$ cat config.mk
export PLATFORM = sky130hd
export DESIGN_NAME = time_set_ctrl_flat
export DESIGN_NICKNAME = d
export VERILOG_FILES = /design/src/rtl/clock_pkg.sv /design/src/rtl/time_set_ctrl_if.sv /design/src/rtl/btn_edge.sv /design/src/rtl/time_set_ctrl.sv /design/src/flat_wrapper.sv
export SDC_FILE = /design/constraint.sdc
export NUM_CORES = 1
export LEC_CHECK = 0
export ABC_AREA = 1
export BUFFER_PORTS_ARGS = -buffer_cell sky130_fd_sc_hd__buf_2
export CAP_MARGIN = 15
export CORE_MARGIN = 4
export CORE_UTILIZATION = 51
export CTS_CLUSTER_DIAMETER = 60
export CTS_CLUSTER_SIZE = 30
export DETAILED_ROUTE_END_ITERATION = 8
export GPL_TIMING_DRIVEN = 1
export PLACE_DENSITY = 0.75
export SETUP_SLACK_MARGIN = 0.02
export SLEW_MARGIN = 20
export SYNTH_ARGS = -nofsm -noshare
export SYNTH_HDL_FRONTEND = slang
export SYNTH_SLANG_ARGS = --single-unit
$ cat constraint.sdc
create_clock -name clk -period 2.8 [get_ports clk]
set_clock_uncertainty 0.15 [all_clocks]
set_input_delay 0.56 -clock clk [delete_from_list [all_inputs] [get_ports clk]]
set_output_delay 0.56 -clock clk [all_outputs]
set_load 0.005 [all_outputs]
$ cat src/rtl/clock_pkg.sv
// ----------------------------------------------------------------------------
// Module  : clock_pkg
// Purpose : Shared types, limits and field encodings for the time-set
//           controller, plus small wrap-around helpers for the edit fields.
// Ports   : none (package)
// Rev     : 1.0  initial release
// ----------------------------------------------------------------------------
`default_nettype none

package clock_pkg;

  // Controller states; explicit 3-bit encoding.
  typedef enum logic [2:0] {
    ST_IDLE    = 3'd0,
    ST_SET_HR  = 3'd1,
    ST_SET_MIN = 3'd2,
    ST_SET_SEC = 3'd3,
    ST_SET_AP  = 3'd4,
    ST_LOAD    = 3'd5
  } state_t;

  localparam logic [4:0] HOUR_MAX   = 5'd12;
  localparam logic [4:0] HOUR_MIN   = 5'd1;
  localparam logic [5:0] MINSEC_MAX = 6'd59;

  // field_sel encodings
  localparam logic [1:0] FIELD_HR  = 2'd0;
  localparam logic [1:0] FIELD_MIN = 2'd1;
  localparam logic [1:0] FIELD_SEC = 2'd2;
  localparam logic [1:0] FIELD_AP  = 2'd3;

  // Hours live in 1..12; anything at or above 12 wraps to 1.
  function automatic logic [4:0] hour_inc(input logic [4:0] h);
    return (h >= HOUR_MAX) ? HOUR_MIN : h + 5'd1;
  endfunction

  function automatic logic [4:0] hour_dec(input logic [4:0] h);
    return (h <= HOUR_MIN) ? HOUR_MAX : h - 5'd1;
  endfunction

  function automatic logic [5:0] minsec_inc(input logic [5:0] v);
    return (v >= MINSEC_MAX) ? 6'd0 : v + 6'd1;
  endfunction

  function automatic logic [5:0] minsec_dec(input logic [5:0] v);
    return (v == 6'd0) ? MINSEC_MAX : v - 6'd1;
  endfunction

  // The live counter may present out-of-range values; force them legal
  // so the edit arithmetic never starts from an illegal value.
  function automatic logic [4:0] sanitize_hour(input logic [4:0] h);
    return ((h == 5'd0) || (h > HOUR_MAX)) ? HOUR_MAX : h;
  endfunction

  function automatic logic [5:0] sanitize_minsec(input logic [5:0] v);
    return (v > MINSEC_MAX) ? 6'd0 : v;
  endfunction

endpackage

`default_nettype wire

$ cat src/rtl/time_set_ctrl_if.sv
// ----------------------------------------------------------------------------
// Module  : time_set_ctrl_if
// Purpose : Bundle between the time-set controller and the 12-hour counter.
// Ports   : cur_hours/cur_mins/cur_secs/cur_ap  live time from the counter
//           hours_o/mins_o/secs_o/A_P_o          edit values to counter load
//           start      one-cycle load strobe
//           setting    high while editing
//           field_sel  field being edited (0=hr,1=min,2=sec,3=AM/PM)
//           modport master = controller side, slave = counter side
// Rev     : 1.0  initial release
// ----------------------------------------------------------------------------
`default_nettype none

interface time_set_ctrl_if;
  logic [4:0] cur_hours;
  logic [5:0] cur_mins;
  logic [5:0] cur_secs;
  logic       cur_ap;
  logic [4:0] hours_o;
  logic [5:0] mins_o;
  logic [5:0] secs_o;
  logic       A_P_o;
  logic       start;
  logic       setting;
  logic [1:0] field_sel;

  modport master (
    input  cur_hours, cur_mins, cur_secs, cur_ap,
    output hours_o, mins_o, secs_o, A_P_o, start, setting, field_sel
  );

  modport slave (
    output cur_hours, cur_mins, cur_secs, cur_ap,
    input  hours_o, mins_o, secs_o, A_P_o, start, setting, field_sel
  );
endinterface

`default_nettype wire

$ cat src/rtl/btn_edge.sv
// ----------------------------------------------------------------------------
// Module  : btn_edge
// Purpose : Synchronizes one asynchronous button and emits a single-cycle
//           pulse on its rising edge. SYNC_STAGES is legal in 2..3.
// Ports   : clk, reset (sync, active-high), i_btn (async), o_pulse
// Rev     : 1.0  initial release
// ----------------------------------------------------------------------------
`default_nettype none

module btn_edge #(
  parameter int SYNC_STAGES = 2
) (
  input  wire logic clk,
  input  wire logic reset,
  input  wire logic i_btn,
  output logic      o_pulse
);

  // Pulses are held off until the chain has refilled with real input and
  // the edge flop has seen it once, so a button already down at reset
  // release never looks like a fresh press.
  localparam int                FILL_W    = $clog2(SYNC_STAGES + 2);
  localparam logic [FILL_W-1:0] FILL_DONE = FILL_W'(SYNC_STAGES + 1);

  logic [SYNC_STAGES-1:0] r_sync;
  logic                   r_prev;
  logic [FILL_W-1:0]      r_fill;

  always_ff @(posedge clk) begin
    if (reset) begin
      r_sync <= '0;
      r_prev <= 1'b0;
      r_fill <= '0;
    end else begin
      r_sync <= {r_sync[SYNC_STAGES-2:0], i_btn};
      r_prev <= r_sync[SYNC_STAGES-1];
      if (r_fill != FILL_DONE) r_fill <= r_fill + 1'b1;
    end
  end

  assign o_pulse = r_sync[SYNC_STAGES-1] & ~r_prev & (r_fill == FILL_DONE);

endmodule

`default_nettype wire

$ cat src/rtl/time_set_ctrl.sv
// ----------------------------------------------------------------------------
// Module  : time_set_ctrl
// Purpose : Button-driven time-set controller for a 12-hour clock. Mode
//           enters edit and steps hour->min->sec->AM/PM->load; inc/dec
//           adjust the selected field with per-field wrap and no carry.
// Ports   : clk, reset (sync, active-high), btn_mode, btn_inc,
//           btn_dec (only with BTN_DEC_EN), bus (time_set_ctrl_if.master)
// Config  : BTN_DEC_EN  defined -> decrement button and logic present
//                       undefined -> increment-only editing
// Rev     : 1.0  initial release
// ----------------------------------------------------------------------------
`default_nettype none

module time_set_ctrl
  import clock_pkg::*;
#(
  parameter int SYNC_STAGES = 2
) (
  input  wire logic         clk,
  input  wire logic         reset,
  input  wire logic         btn_mode,
  input  wire logic         btn_inc,
`ifdef BTN_DEC_EN
  input  wire logic         btn_dec,
`endif
  time_set_ctrl_if.master   bus
);

  logic   w_mode_p;
  logic   w_inc_p;
  logic   w_dec_p;
  logic   w_edit;
  state_t r_state;
  state_t w_next;

  logic [4:0] r_hours;
  logic [5:0] r_mins;
  logic [5:0] r_secs;
  logic       r_ap;

  btn_edge #(.SYNC_STAGES(SYNC_STAGES)) u_mode (
    .clk(clk), .reset(reset), .i_btn(btn_mode), .o_pulse(w_mode_p)
  );

  btn_edge #(.SYNC_STAGES(SYNC_STAGES)) u_inc (
    .clk(clk), .reset(reset), .i_btn(btn_inc), .o_pulse(w_inc_p)
  );

`ifdef BTN_DEC_EN
  btn_edge #(.SYNC_STAGES(SYNC_STAGES)) u_dec (
    .clk(clk), .reset(reset), .i_btn(btn_dec), .o_pulse(w_dec_p)
  );
`else
  assign w_dec_p = 1'b0;
`endif

  // Mode has priority; simultaneous inc and dec cancel each other.
  assign w_edit = ~w_mode_p & (w_inc_p ^ w_dec_p);

  // State register
  always_ff @(posedge clk) begin
    if (reset) r_state <= ST_IDLE;
    else       r_state <= w_next;
  end

  // Next-state logic
  always_comb begin
    w_next = r_state;
    unique case (r_state)
      ST_IDLE:    if (w_mode_p) w_next = ST_SET_HR;
      ST_SET_HR:  if (w_mode_p) w_next = ST_SET_MIN;
      ST_SET_MIN: if (w_mode_p) w_next = ST_SET_SEC;
      ST_SET_SEC: if (w_mode_p) w_next = ST_SET_AP;
      ST_SET_AP:  if (w_mode_p) w_next = ST_LOAD;
      ST_LOAD:    w_next = ST_IDLE;
      default:    w_next = ST_IDLE;
    endcase
  end

  // Output logic
  always_comb begin
    bus.start     = 1'b0;
    bus.setting   = 1'b0;
    bus.field_sel = FIELD_HR;
    unique case (r_state)
      ST_SET_HR:  begin bus.setting = 1'b1; bus.field_sel = FIELD_HR;  end
      ST_SET_MIN: begin bus.setting = 1'b1; bus.field_sel = FIELD_MIN; end
      ST_SET_SEC: begin bus.setting = 1'b1; bus.field_sel = FIELD_SEC; end
      ST_SET_AP:  begin bus.setting = 1'b1; bus.field_sel = FIELD_AP;  end
      ST_LOAD:    bus.start = 1'b1;
      default:    ;
    endcase
  end

  // Edit registers: capture on entry, adjust while editing, otherwise hold
  // (which keeps them stable through LOAD and in IDLE).
  always_ff @(posedge clk) begin
    if (reset) begin
      r_hours <= HOUR_MIN;
      r_mins  <= 6'd0;
      r_secs  <= 6'd0;
      r_ap    <= 1'b0;
    end else if ((r_state == ST_IDLE) && w_mode_p) begin
      r_hours <= sanitize_hour(bus.cur_hours);
      r_mins  <= sanitize_minsec(bus.cur_mins);
      r_secs  <= sanitize_minsec(bus.cur_secs);
      r_ap    <= bus.cur_ap;
    end else if (w_edit) begin
      case (r_state)
        ST_SET_HR:  r_hours <= w_inc_p ? hour_inc(r_hours) : hour_dec(r_hours);
        ST_SET_MIN: r_mins  <= w_inc_p ? minsec_inc(r_mins) : minsec_dec(r_mins);
        ST_SET_SEC: r_secs  <= w_inc_p ? minsec_inc(r_secs) : minsec_dec(r_secs);
        ST_SET_AP:  r_ap    <= ~r_ap;
        default:    ;
      endcase
    end
  end

  assign bus.hours_o = r_hours;
  assign bus.mins_o  = r_mins;
  assign bus.secs_o  = r_secs;
  assign bus.A_P_o   = r_ap;

endmodule

`default_nettype wire
$ cat src/flat_wrapper.sv
// flat-port wrapper written by rule: the top's interface ports become plain ports
module time_set_ctrl_flat import clock_pkg::*;
#(
  parameter int SYNC_STAGES = 2
)
  (clk, reset, btn_mode, btn_inc, bus_cur_hours, bus_cur_mins, bus_cur_secs, bus_cur_ap, bus_hours_o, bus_mins_o, bus_secs_o, bus_A_P_o, bus_start, bus_setting, bus_field_sel);
  time_set_ctrl_if bus_i ();
  input  wire logic clk;
  input  wire logic reset;
  input  wire logic btn_mode;
  input  wire logic btn_inc;
  input wire logic [$bits(bus_i.cur_hours)-1:0] bus_cur_hours;
  input wire logic [$bits(bus_i.cur_mins)-1:0] bus_cur_mins;
  input wire logic [$bits(bus_i.cur_secs)-1:0] bus_cur_secs;
  input wire logic [$bits(bus_i.cur_ap)-1:0] bus_cur_ap;
  output wire logic [$bits(bus_i.hours_o)-1:0] bus_hours_o;
  output wire logic [$bits(bus_i.mins_o)-1:0] bus_mins_o;
  output wire logic [$bits(bus_i.secs_o)-1:0] bus_secs_o;
  output wire logic [$bits(bus_i.A_P_o)-1:0] bus_A_P_o;
  output wire logic [$bits(bus_i.start)-1:0] bus_start;
  output wire logic [$bits(bus_i.setting)-1:0] bus_setting;
  output wire logic [$bits(bus_i.field_sel)-1:0] bus_field_sel;
  assign bus_i.cur_hours = bus_cur_hours;
  assign bus_i.cur_mins = bus_cur_mins;
  assign bus_i.cur_secs = bus_cur_secs;
  assign bus_i.cur_ap = bus_cur_ap;
  assign bus_hours_o = bus_i.hours_o;
  assign bus_mins_o = bus_i.mins_o;
  assign bus_secs_o = bus_i.secs_o;
  assign bus_A_P_o = bus_i.A_P_o;
  assign bus_start = bus_i.start;
  assign bus_setting = bus_i.setting;
  assign bus_field_sel = bus_i.field_sel;
  time_set_ctrl #(.SYNC_STAGES(SYNC_STAGES)) u_core (.clk(clk), .reset(reset), .btn_mode(btn_mode), .btn_inc(btn_inc), .bus(bus_i));
endmodule
* Word-level counts from Yosys, hierarchy flattened *
Cells that the tools add are included.

storage, ports and cells
  flip-flop bits (word level) = 31
  input bits = 22
  logic and storage cells = 99

cells by class
  add/sub/neg operators = 8
  magnitude comparators = 7
  equality and inequality tests = 14
  multiplexer cells = 33
  bitwise gates (word level) = 9
  reductions and logical operators = 17

operators with widths
  kind                   number
  $mux W6                14
  $mux W5                7
  $mux W3                5
  $pmux W3 S5            1
  $add A6 B1 Y6 const B  2
  $ge A6 B6 Y1 const B   2
  $gt A6 B6 Y1 const B   2
  $logic_not A6 Y1       2
  $sub A6 B1 Y6 const B  2
  $ne A2 B1 Y1 const B   5
  $reduce_bool A2 Y1     5
  $reduce_and A2 Y1      4
  $eq A3 B2 Y1 const B   2
  $eq A3 B3 Y1 const B   2
  $pmux W2 S3            1
  $add A5 B1 Y5 const B  1
  $and A1 B1 Y1          5
  $ge A5 B4 Y1 const B   1
  $gt A5 B4 Y1 const B   1
  $le A5 B1 Y1 const B   1
  $logic_not A5 Y1       1
  $mux W1                5
  $reduce_and A5 Y1      1
  $sub A5 B1 Y5 const B  1
  other kinds (9)        15

* Longest topological paths before layout *
Gate-level depths: netlist (run 1).

  depth after elaboration = 7
  mapped depth = 10

* Hierarchy *
A second synthesis (run 1) with hierarchy kept.

second synthesis, totals
  cells, all modules = 316
  area total of the unflattened synthesis = 2024.4 µm²

by module, submodules not included
  module         instances  cells an instance  area an instance (µm²)
  time_set_ctrl  1          268                1646.6
  btn_edge       2          24                 188.9

* Least setup slack after synthesis (run 1) *
No wires, ideal clock.

  path type = reg-to-reg
  start = register u_core.u_mode.r_fill[0]
  end = register u_core.r_secs[2], in the netlist u_core.bus.secs_o[2]
  arrival time = 1290 ps
  data required time = 2533 ps
  path slack = 1243 ps
  stages on the path, launching flop included = 10
  buffers on the path = 1
  cells stage by stage = dfxtp_1 -> ha_1 -> nand3_1 -> bufinv_8 -> nand2_8 -> buf_6 -> nand2_4 -> nand2_1 -> a21oi_1 -> nor2_1

between the ends
  word-level cells in the longest chain between the ends = 6
  elaborated cells on any way between the ends = 9
  classes of those cells = 1 x eq/ne; 1 x mux; 3 x bitwise; 4 x reduce/logical

ends and longest elaborated chain
  what                          RTL line              source
  start, declared               btn_edge.sv:27        logic [FILL_W-1:0] r_fill;
  start signal, assigned        btn_edge.sv:37        if (r_fill != FILL_DONE) r_fill <= r_fill + 1'b1;
  $eq A2 B2 Y1 *                btn_edge.sv:41        assign o_pulse = r_sync[SYNC_STAGES-1] & ~r_prev & (r_fill == FILL_DONE);
  $and A1 B1 Y1 *               btn_edge.sv:41
  $not A1 Y1                    time_set_ctrl.sv:58   assign w_edit = ~w_mode_p & (w_inc_p ^ w_dec_p);
  $and A1 B1 Y1                 time_set_ctrl.sv:58
  $reduce_bool A2 Y1 (no line)  --
  $reduce_and A2 Y1 (no line)   --
  end signal, assigned          time_set_ctrl.sv:106  r_secs <= sanitize_minsec(bus.cur_secs);
  end signal, assigned          time_set_ctrl.sv:112  ST_SET_SEC: r_secs <= w_inc_p ? minsec_inc(r_secs) : minsec_dec(r_secs);
  end, declared                 time_set_ctrl.sv:38   logic [5:0] r_secs;

Every way passes the cells marked *; elsewhere a longest branch is shown, timed or not.
A chain may end at the register's enable or synchronous reset.

* Worst setup path in the final report (run 1) *
  start = register u_core.r_state[2]
  end = output port bus_setting

between the ends
  word-level cells in the longest chain between the ends = 3
  elaborated cells on any way between the ends = 6
  classes of those cells = 4 x eq/ne; 1 x mux; 1 x reduce/logical

ends and longest elaborated chain
  what                                  RTL line             source
  start, declared                       time_set_ctrl.sv:33  state_t r_state;
  start signal, assigned                time_set_ctrl.sv:63  else r_state <= w_next;
  $eq A3 B1 Y1 (tied with other cells)  time_set_ctrl.sv:85  unique case (r_state)
  $reduce_or A4 Y1 (no line) *          --
  $mux W1 *                             time_set_ctrl.sv:85
  end, declared                         flat_wrapper.sv:21   output wire logic [$bits(bus_i.setting)-1:0] bus_setting;

Marked as above.

==> impl_metrics.yaml, run 1 <==
worst_setup_path:
  path_class: "flip-flop to primary output"
  slowest_delay_ps: 320
  start_kind: "flip-flop"
  cp_common_cell: "inv_1"
  path_cells: "inv_1, nand2_1, nor2_1, inv_1, nand2_1, inv_1, nand3_1, buf_2"
  path_max_fanout: 6
  worst_setup_path_end_kind: "primary output"
  ff2ff_path_depth: 9
  cp.required_ps: 2090
  critPathSlowestCell: "dfxtp_1"
  worstPathArrival_ps: 1410
sta:
  fmax_ghz: 0.473
  min_period_over_period_pct: 75.5
  slew_headroom_pct: 66.2
  fin_crit_ps: 2120
  slew_violations: 0
  worst_slew_pin_slew_ps: 507
  timing.hold.ws_ps: 254
  setup_violations: 0
  hold_violations: 0
  rsz0062_at_grt: "false"
  fin_setup_tns_ps: 0
global_route:
  grt_pass1_wl_um: 8260
  grt_max_degree: 17
  grt_overflow: 0
  grt_usage_pct: 19.7
  grt_pass1_vias: 1915
  grt_antenna_before_repair: 0
die:
  die_w_um: 72.0
  fp.coreArea_mm2: 0.00380
  ios: 44
  die_h_um: 72.0
  rows: 22
  start_util_pct: 54.9
  fp.dieArea_mm2: 0.00518
placement:
  hpwl_um: 3630
  port_buffers: 43
  gp_congestion: 0.840
  placedInstanceArea_mm2: 0.00231
cells_and_area:
  diodes: 0
  syn_to_final_growth_pct: 15.1
  final_nets: 377
  design_area_mm2: 0.00240
  drive_gt1_share_pct: 20.8
  fin_util_pct: 63.2
  fillers: 372
power:
  leakage_nw: 1.15
  power_mw: 0.936
  power_density_mw_per_mm2: 390
  ir_worst_vdd_uv: 367
run:
  max-cap-violations: 0
logic_synthesis:
  yosysTopAreaCellShare_pct: 29.7
  postSynthCellCount: 302
  yosysUniqueCellTypes: 39
  synth_edf_count: 0
  syn_area_mm2: 0.00209
  syn_avg_cell_area_um2: 6.91
  yosysWarningCount: 0
  seq_area_frac_synth_pct: 29.7
  yosysTopAreaCell: "dfxtp_1"
  ys_top_cells_by_area: "dfxtp_1, nand2_1, inv_1, nor2_1, ha_1"
  ys.flop_type: "dfxtp_1"
  synth.most_common_cell: "nand2_1"
  synth_nets: 334
  async_flop_share_pct: 0
  synth_commonest_cells: "nand2_1, inv_1, nor2_1"
  yosys_register_bits: 31
cts:
  clock_latency_ps: 290
  clock_sinks: 31
  clock-root-buffer: "clkbuf_8"
  cts_resized: 0
  cts_buffers: 5
  clkTransAtPathRegs_ps: 70
  cts_buffer_depth: 2
  htreeDepth: 2
  cts_setup_buffers: 0
  cts_tree: "yes"
  cts_hold_buffers: 0
min_path:
  holdPathStages: 2
  worstHoldPathType: "flip-flop to flip-flop"
status:
  status: "complete, no violations"
routing:
  ant_nets: 0
  dr.pass1.iters: 4
  wl_per_cell_um: 12.2
  drtIter0Drc: 101
  wl_um: 4820
  vias: 2074
  drc_errors: 0
  routed_via_density: 5.26
==> power by group <==
group,internal (mW),total (mW),leakage (nW),switching [mW]
registers,0.460,0.476,0.252,0.0158
clock network,0.173,0.350,0.0402,0.178
logic,0.0452,0.110,0.860,0.0646
total,0.678,0.936,1.15,0.258
==> kinds of logic (layout without fill, tap and decap cells) <==
group | after synthesis | after routing | synth area share (%)
buffers and inverters | 54 | 98 | 11.9
AND/OR/NAND/NOR | 145 | 145 | 33.7
adder cells (fa/ha/maj) | 10 | 10 | 6.00
flip-flops | 31 | 31 | 29.7
AO/OA/AOI/OAI | 56 | 56 | 16.2
XOR/XNOR | 6 | 6 | 2.52
==> metal layers <==
metal,routed length (um),GRT usage [%]
met3,320,4.29
met2,2130,31.0
met1,2310,26.0
met5,0,0
met4,63,8.35
==> through the flow <==
stage / cells / setup WS (ps)
detailed placement: 386 / 902
global route: 394 / 529
finish: 394 / 685
floorplan: 302 / 1240
global placement: 386 / 952
CTS: 394 / 688
==> worst paths after layout <==
path / startpoint / endpoint / slack [ps]
hold reg to reg: u_core.u_mode.r_sync[0] / u_core.u_mode.r_sync[1] / 250
hold / removal: u_core.u_mode.r_sync[0] / u_core.u_mode.r_sync[1] / 250
setup reg to reg: u_core.u_mode.r_fill[0] / u_core.bus.hours_o[3] / 930
setup / recovery: u_core.r_state[2] / bus_setting / 680
==> registers in the layout, indices dropped and copies added (netlist names) <==
signal                flops
u_core.bus.A_P_o          1
u_core.bus.hours_o        5
u_core.bus.mins_o         6
u_core.bus.secs_o         6
u_core.r_state            3
u_core.u_inc.r_fill       2
u_core.u_inc.r_prev       1
u_core.u_inc.r_sync       2
u_core.u_mode.r_fill      2
u_core.u_mode.r_prev      1
u_core.u_mode.r_sync      2
==> cell usage in the layout, fill, tap and decap left out, types with 6 or more instances in the layout <==
master | synthesis | layout
a31oi_1 | 6 | 6
dfxtp_1 | 31 | 31
nor2_1 | 34 | 34
a21oi_1 | 16 | 16
ha_1 | 10 | 10
o21ai_0 | 17 | 17
nand3_1 | 21 | 21
nand2_1 | 62 | 62
nand4_1 | 10 | 10
inv_1 | 43 | 43
buf_2 | 1 | 43
==> final cells by class <==
| cell class | count | area [um^2] | area share [%] |
|---|---|---|---|
| clock buffer | 5 | 68.8 | 2.86 |
| tap | 48 | 60.1 | 2.50 |
| timing repair buffer | 44 | 223 | 9.27 |
| inverter | 46 | 191 | 7.97 |
| clock inverter | 3 | 20.0 | 0.833 |
| sequential | 31 | 621 | 25.8 |
| multi-input combinational | 217 | 1220 | 50.7 |
==> critical path: cells and delay by family, from the launching register on <==
kind / cells / cell delay (ps)
buf+inv: 4 / 420
simple gates: 4 / 380
flops: 1 / 320
Power figures use the tool's default switching activity.
==> run 2: changes to the inputs <==
==> constraint.sdc (replaced) <==
create_clock -name clk -period 2 [get_ports clk]
set_clock_uncertainty 0.15 [all_clocks]
set_input_delay 0.4 -clock clk [delete_from_list [all_inputs] [get_ports clk]]
set_output_delay 0.4 -clock clk [all_outputs]
set_load 0.005 [all_outputs]
==> run 2 against run 1 <==
Sequential power grew 40%. Hold slack got worse by 80 ps. Die area unchanged. Cell count rose by 1.3%. Cell area rose by 1.6%. Global-route usage grew 0.24 points. Total power increased by 38%. Non-clock buffer count is 5 higher.
==> impl_metrics.yaml, run 2 (synthesis gave the netlist of run 1 again) <==
global_route:
  grt_usage_pct: 20.0
  grt_pass1_wl_um: 8300
  grt_overflow: 0
  grt_max_degree: 15
  grt_antenna_before_repair: 0
  grt_pass1_vias: 1841
die:
  fp.dieArea_mm2: 0.00518
  ios: 44
  fp.coreArea_mm2: 0.00380
  start_util_pct: 54.9
  die_h_um: 72.0
  die_w_um: 72.0
  rows: 22
worst_setup_path:
  ff2ff_setup_slack_ps: 220
  path_cells: "inv_2, nand2_1, nor2_1, inv_1, nand2_1, inv_1, nand3_1, buf_2"
  worstPathArrival_ps: 1270
  critPathSlowestCell: "dfxtp_1"
  worst_setup_path_end_kind: "primary output"
  path_max_fanout: 6
  slowest_delay_ps: 320
  path_class: "flip-flop to primary output"
  crit_buf_inv: 4
  cp.required_ps: 1450
  start_kind: "flip-flop"
  crit_family: "buffers and inverters"
sta:
  fin_crit_ps: 1820
  fin_setup_tns_ps: 0
  worst_slew_pin_slew_ps: 322
  rsz0062_at_grt: "false"
  min_period_over_period_pct: 91.1
  slew_headroom_pct: 78.5
  slew_violations: 0
  hold_violations: 0
  setup_violations: 0
  fmax_ghz: 0.549
run:
  max-cap-violations: 0
power:
  ir_worst_vdd_uv: 562
  leakage_nw: 1.18
  power_mw: 1.29
  power_density_mw_per_mm2: 530
cts:
  cts_setup_buffers: 0
  clkTransAtPathRegs_ps: 60
  clock_latency_ps: 280
  cts_buffers: 5
  cts_buffer_depth: 2
  cts_tree: "yes"
  htreeDepth: 2
  clock_sinks: 31
  clock-root-buffer: "clkbuf_8"
  cts_hold_buffers: 0
  cts_resized: 0
cells_and_area:
  diodes: 0
  syn_to_final_growth_pct: 16.9
  final_nets: 382
  drive_gt1_share_pct: 22.5
  layout_common_cells: "nand2_1, buf_2, inv_1, nor2_1, dfxtp_1"
  final_common_cell: "nand2_1"
  fillers: 350
routing:
  wl_um: 5010
  wl_per_cell_um: 12.5
  ant_nets: 0
  drtIter0Drc: 149
  drc_errors: 0
  vias: 2056
  dr.pass1.iters: 4
  routed_via_density: 5.15
min_path:
  worstHoldPathType: "input pin to flip-flop"
placement:
  gp_congestion: 0.889
  port_buffers: 43
  hpwl_um: 3850
status:
  status: "complete, no violations"
==> run 2: metal layers <==
layer  part of all wire, %  vias to the layer above  track usage (%)
li1                      -                     1086                -
met1                    48                      909             26.6
met2                    45                       57             32.3
met3                   5.9                        4             4.43
met4                   1.0                        0             5.64
met5                     0                        -                0
==> run 2: cell type report <==
class	instances	area [um^2]	area share (%)
clock inverter	1	5.00	0.205
timing repair buffer	49	260	10.7
clock buffer	7	76.3	3.13
inverter	46	191	7.85
tap	48	60.1	2.46
multi-input combinational	217	1220	50.2
sequential	31	623	25.5
==> run 2: final timing paths <==
path | start | depth (start not counted) | to
hold / removal | btn_inc | 3 | u_core.u_inc.r_sync[0]
setup / recovery | u_core.r_state[2] | 8 | bus_setting
setup reg to reg | u_core.u_mode.r_fill[0] | 9 | u_core.bus.hours_o[3]
hold reg to reg | u_core.u_inc.r_sync[0] | 2 | u_core.u_inc.r_sync[1]
==> run 2: per-stage QoR <==
stage	hold slack (ps)	instances	utilization, %	worst slack, ps	cell area [um^2]
floorplan	238	302	-	443	2090
global placement	241	391	61.9	254	2350
detailed placement	249	391	61.9	159	2350
CTS	170	399	64.0	110	2430
global route	179	399	64.2	50.5	2440
finish	174	399	64.2	179	2440
==> run 2: worst reg2reg max path, stage by stage (launching register included) <==
cell	delay [ps]
dfxtp_1	360
ha_1	210
nand3_2	170
bufinv_8	260
nand2_8	100
o21ai_4	110
inv_2	90
nor2_1	100
nand2_1	60
a21oi_2	100
==> run 2: report_power, final <==
group | internal (mW) | leakage (nW) | switching (mW)
clock network | 0.244 | 0.0422 | 0.220
registers | 0.645 | 0.253 | 0.0227
logic | 0.0686 | 0.885 | 0.0938
